<file path="config.mk">
export PLATFORM = sky130hd
export DESIGN_NAME = sr_drive_sequencer
export DESIGN_NICKNAME = d
export VERILOG_FILES = /design/src/rtl/sr_pkg.sv /design/src/rtl/sat_counter.sv /design/src/rtl/sr_drive_sequencer.sv
export SDC_FILE = /design/constraint.sdc
export NUM_CORES = 1
export LEC_CHECK = 0
export CAP_MARGIN = 10
export CORE_ASPECT_RATIO = 1.75
export CORE_MARGIN = 2
export CORE_UTILIZATION = 40
export DETAILED_ROUTE_END_ITERATION = 12
export MAX_ROUTING_LAYER = met4
export PLACE_DENSITY = 0.75
export SYNTH_ARGS = -nofsm -noshare
export SYNTH_HDL_FRONTEND = slang
export SYNTH_SLANG_ARGS = --single-unit
</file>
<file path="constraint.sdc">
create_clock -name clk -period 5.6 [get_ports clk]
set_input_delay 1.12 -clock clk [delete_from_list [all_inputs] [get_ports clk]]
set_output_delay 1.12 -clock clk [all_outputs]
set_load 0.02 [all_outputs]
</file>
<file path="src/rtl/sr_pkg.sv">
// Shared types and helpers for the SR flop-bank drive sequencer.
// The excitation helper returns {s, r} for one lane.
package sr_pkg;

  typedef enum logic [1:0] {
    ST_INIT   = 2'd0,
    ST_SETTLE = 2'd1,
    ST_RUN    = 2'd2,
    ST_FAULT  = 2'd3
  } state_t;

  localparam logic [1:0] SR_ILLEGAL = 2'b11;

  // Minimal excitation: drive only lanes that must change.
  function automatic logic [1:0] sr_excite(input logic m, input logic t);
    return {~m & t, m & ~t};
  endfunction

endpackage

</file>
<file path="src/rtl/sat_counter.sv">
// Saturating up-counter with synchronous clear; clear wins over increment.
module sat_counter #(
  parameter int WIDTH = 8
) (
  input  logic             clk,
  input  logic             rst,
  input  logic             inc,
  input  logic             clr,
  output logic [WIDTH-1:0] count
);

  localparam logic [WIDTH-1:0] ONE = {{(WIDTH-1){1'b0}}, 1'b1};

  logic [WIDTH-1:0] count_q;
  logic [WIDTH-1:0] count_d;

  always_comb begin
    count_d = count_q;
    if (clr) begin
      count_d = '0;
    end else if (inc && (count_q != {WIDTH{1'b1}})) begin
      count_d = count_q + ONE;
    end
  end

  always_ff @(posedge clk or posedge rst) begin
    if (rst) begin
      count_q <= '0;
    end else begin
      count_q <= count_d;
    end
  end

  assign count = count_q;

endmodule

</file>
<file path="src/rtl/sr_drive_sequencer.sv">
// Turns target words into legal S/R excitation for an SR flop bank and
// checks the bank's readback against the modelled state.
module sr_drive_sequencer
  import sr_pkg::*;
#(
  parameter int WIDTH       = 8,
  parameter int ERR_W       = 8,
  parameter bit STOP_ON_ERR = 1'b1
) (
  input  logic             clk,
  input  logic             rst,
  input  logic             tgt_valid,
  output logic             tgt_ready,
  input  logic [WIDTH-1:0] tgt_data,
  output logic [WIDTH-1:0] s,
  output logic [WIDTH-1:0] r,
  input  logic [WIDTH-1:0] q_fb,
  input  logic             clear_err,
  output logic             mismatch,
  output logic [WIDTH-1:0] mismatch_lanes,
  output logic [ERR_W-1:0] err_count,
  output logic             fault
);

  state_t           state_q, state_d;
  logic [WIDTH-1:0] s_q, s_d;
  logic [WIDTH-1:0] r_q, r_d;
  logic [WIDTH-1:0] model_q, model_d;
  logic [WIDTH-1:0] model_d1_q, model_d1_d;
  logic             cmp_en_q, cmp_en_d;
  logic             mismatch_q, mismatch_d;
  logic [WIDTH-1:0] lanes_q, lanes_d;

  logic             accept;
  logic [WIDTH-1:0] cmp_lanes;
  logic             cmp_hit;
  logic [1:0]       ex;

  assign tgt_ready = (state_q == ST_RUN);
  assign accept    = tgt_valid && tgt_ready && !clear_err;
  assign cmp_lanes = q_fb ^ model_d1_q;
  assign cmp_hit   = cmp_en_q && (|cmp_lanes);

  always_comb begin
    state_d    = state_q;
    s_d        = '0;
    r_d        = '0;
    model_d    = model_q;
    model_d1_d = model_q;
    cmp_en_d   = cmp_en_q;
    mismatch_d = mismatch_q;
    lanes_d    = lanes_q;
    ex         = 2'b00;

    if (cmp_en_q) begin
      mismatch_d = |cmp_lanes;
      lanes_d    = cmp_lanes;
    end

    case (state_q)
      ST_INIT: begin
        r_d        = '1;
        model_d    = '0;
        model_d1_d = '0;
        cmp_en_d   = 1'b0;
        state_d    = ST_SETTLE;
      end
      ST_SETTLE: begin
        cmp_en_d = 1'b1;
        state_d  = ST_RUN;
      end
      ST_RUN: begin
        if (accept) begin
          for (int i = 0; i < WIDTH; i++) begin
            ex     = sr_excite(model_q[i], tgt_data[i]);
            s_d[i] = ex[1];
            r_d[i] = ex[0];
          end
          model_d = tgt_data;
        end
        if (STOP_ON_ERR && cmp_hit) begin
          state_d  = ST_FAULT;
          cmp_en_d = 1'b0;
        end
      end
      ST_FAULT: begin
        cmp_en_d = 1'b0;
      end
      default: begin
        state_d = ST_INIT;
      end
    endcase

    // Clear overrides everything, including an accept on the same edge.
    if (clear_err) begin
      state_d    = ST_INIT;
      s_d        = '0;
      r_d        = '0;
      model_d    = model_q;
      cmp_en_d   = 1'b0;
      mismatch_d = 1'b0;
      lanes_d    = '0;
    end
  end

  always_ff @(posedge clk or posedge rst) begin
    if (rst) begin
      state_q    <= ST_INIT;
      s_q        <= '0;
      r_q        <= '0;
      model_q    <= '0;
      model_d1_q <= '0;
      cmp_en_q   <= 1'b0;
      mismatch_q <= 1'b0;
      lanes_q    <= '0;
    end else begin
      state_q    <= state_d;
      s_q        <= s_d;
      r_q        <= r_d;
      model_q    <= model_d;
      model_d1_q <= model_d1_d;
      cmp_en_q   <= cmp_en_d;
      mismatch_q <= mismatch_d;
      lanes_q    <= lanes_d;
    end
  end

  sat_counter #(
    .WIDTH(ERR_W)
  ) u_err_cnt (
    .clk  (clk),
    .rst  (rst),
    .inc  (cmp_hit && !clear_err),
    .clr  (clear_err),
    .count(err_count)
  );

  assign s              = s_q;
  assign r              = r_q;
  assign mismatch       = mismatch_q;
  assign mismatch_lanes = lanes_q;
  assign fault          = (state_q == ST_FAULT);

endmodule

</file>
==> impl_metrics.tcl <==
set metrics [dict create \
    run_status "finished, final reports clean" \
    gr-usage-met3_pct 2.85 \
    p_int_mw 0.744 \
    worstHoldStart "model_q[4]" \
    synth_commonest_cells "dfrtp_1 (52), nor2_1 (33), inv_1 (23)" \
    coreArea_um2 5590 \
    syn_area_um2 2330 \
    holdWs_ps 473 \
    std_cell_rows 36 \
    syn-instance-count 227 \
    grt-ovfl-total 0 \
    dp.cells 346 \
    clk_pin_slew_worst_paths_ps 90 \
    hold_viol_final 0 \
    ios 55 \
    power_leakage_nw 1.30 \
    clock_sink_count 52 \
    dp_hpwl_mm 3.69 \
    cts_buffers 5 \
    hp-class "reg2reg" \
    rsz0062_at_grt "no" \
    cts_hold_buf 0 \
    period_share_pct 57.9 \
    fmax_mhz 308 \
    synth_most_common_cell "dfrtp_1" \
    yosysTopAreaCell "dfrtp_1" \
    grt_use_total_pct 17.0 \
    grt_max_degree 53 \
    slew_headroom_pct 28.9 \
    worstSetupPathType "reg2out" \
    grt_pass1_wl_mm 8.02 \
    finalPower_mw 1.16 \
    end_kind "primary output" \
    cts_tree "yes" \
    gp_congestion 0.824 \
    synth_area_leaders "dfrtp_1 (56%), nor2_1 (5.3%), inv_1 (3.7%), ha_1 (3.2%), nor3_1 (2.6%)" \
    ant_nets 0 \
    r2r_slack_ps 2970 \
    dr_total_vias 1815 \
    clkLatencyLatePin_ps 300 \
    area_growth_pct 29.3 \
    totalWireLength_mm 5.08 \
    required_ps 4480 \
    die_width_um 61.7 \
    cts_max_path_buffers 2 \
    avgSynthCellArea_um2 10.3 \
    powerDensity_nw_per_um2 384 \
    critPathMaxFanout 15 \
    cts_max_level 2 \
    synth_cell_types 39 \
    setup_viol 0 \
    r2r_start "state_q[0]" \
    yosys_warnings 0 \
    fin_cells 354 \
    async_flop_share_pct 100 \
    peakVddDrop_mv 0.128 \
    grt_use_met2_pct 27.5 \
    grt_use_met1_pct 18.6 \
    drive_gt1_share_pct 6.12 \
    drv_cap 0 \
    nFillCells 519 \
    seq_area_um2 1300 \
    final_net_count 303 \
    drt-initial-drc-count 56 \
    routedWlPerCell_um 14.4 \
    yosysSeqAreaShare_pct 55.8 \
    cts-resized-gates 0 \
    drt_pre_antenna_iters 4 \
    min_to "s[4]" \
    finalMaxSlewViolations 0 \
    p_sw_mw 0.412 \
    via_per_inst 5.13 \
    synth_nets 253 \
    netSwitchingFraction_pct 35.7 \
    period_minus_slack_ps 3240 \
    first_global_vias 1742 \
    ys_ff_latch 52 \
    cts_setup_buffers 0 \
    pwr-share-seq_pct 42.5 \
    synth_edf_count 0 \
    multi_input_area_um2 871 \
    start_util_pct 41.7 \
    fin_setup_tns_ps 0 \
    rr_endpoint "model_q[6]" \
    num_antenna_cells 0 \
    fin_util_pct 53.9 \
    dieArea_um2 6480 \
    r2r_cells 6 \
    worstMarginPinSlew_ps 1060 \
    cp-start-kind "register" \
    power_frac_comb_pct 35.4 \
    p_clk_share_pct 22.1 \
    yosys.area.top_type_share_pct 55.8 \
    grt.busiest_layer "met2" \
    hold_depth 1 \
    arrival_ps 2120 \
    clockRootBuffer "clkbuf_8" \
    die_h_um 105 \
    synthFlopType "dfrtp_1" \
    finalClockSkew_ps 6.59 \
    numPortBuffers 54 \
    drc 0 \
    grt_antenna_before_repair 0 \
]
==> cell type report <==
cell class	instances	share of cell area, %
Clock buffer	6	2.41
Clock inverter	2	1.29
Inverter	23	2.87
Multi-Input combinational cell	140	28.9
Sequential cell	52	43.2
Tap cell	76	3.16
Timing Repair Buffer	55	18.2
==> critical path, cell delays in order, from the launching register on <==
cell             delay [ps]
dfrtp_1                 460
inv_1                   110
ha_1                    510
clkdlybuf4s50_1         750
==> worst max path at each step <==
stage,endpoint,cells past startpoint,slack [ps],from
after detailed placement,state_q[0],6,2100,q_fb[3]
after floorplan,state_q[0],5,3060,q_fb[3]
final,tgt_ready,3,2360,state_q[0]
after CTS,tgt_ready,3,2370,state_q[0]
after global routing,tgt_ready,3,2270,state_q[0]
after global placement,state_q[0],6,2190,q_fb[3]
==> sequential cells by signal (all words and copies together), names as in the netlist <==
register	count
r	8
model_d1_q	8
state_q	2
cmp_en_q	1
s	8
u_err_cnt.count	8
mismatch	1
mismatch_lanes	8
model_q	8
==> logic make-up after synthesis <==
family / Yosys count / share of synthesized area (%)
buf+inv: 35 / 6.82
simple gates: 82 / 16.7
fa+ha+maj: 6 / 3.22
compound gates: 39 / 11.6
xor+xnor: 8 / 3.33
mux: 5 / 2.47
flops: 52 / 55.8
==> power groups by stage <==
stage                     Sequential (mW)  Clock [mW]  Combinational [mW]
final                               0.491       0.256               0.409
after global routing                0.500       0.277               0.451
after floorplan                     0.529           0               0.234
after CTS                           0.492       0.263               0.411
after global placement              0.498           0               0.399
after detailed placement            0.500           0               0.409
==> cell usage in the layout, fill, tap and decap left out, types with 2 or more instances in the layout <==
master,instances
a21oi_1,6
clkbuf_8,5
xor2_1,2
or4_1,2
nand2_1,10
o41ai_1,2
ha_1,6
inv_1,22
o21bai_1,2
dfrtp_1,52
nand3_1,10
nand2b_1,2
o21ai_0,9
nor2_1,33
nor4_1,4
clkdlybuf4s50_1,54
mux2i_1,2
o311ai_0,2
xnor2_1,5
mux2_2,2
and3_1,2
a31oi_1,8
nor2b_1,2
nor3_1,12
a211oi_1,7
==> metrics by stage <==
step,setup WS [ps],cell area (um2)
2_1_floorplan,3060,2330
3_3_place_gp,2190,2900
3_5_place_dp,2100,2900
4_1_cts,2370,3010
5_1_grt,2270,3010
6_report,2360,3010
==> per-layer routing <==
| metal | routed length, um | vias to the layer above | share of wire [%] |
|---|---|---|---|
| met5 | 0 | - | 0 |
| met4 | 201 | 0 | 4.0 |
| met3 | 179 | 14 | 3.5 |
| met2 | 2840 | 52 | 56 |
| met1 | 1860 | 884 | 37 |
| li1 | - | 865 | - |
(Power assumes the default switching activity.)
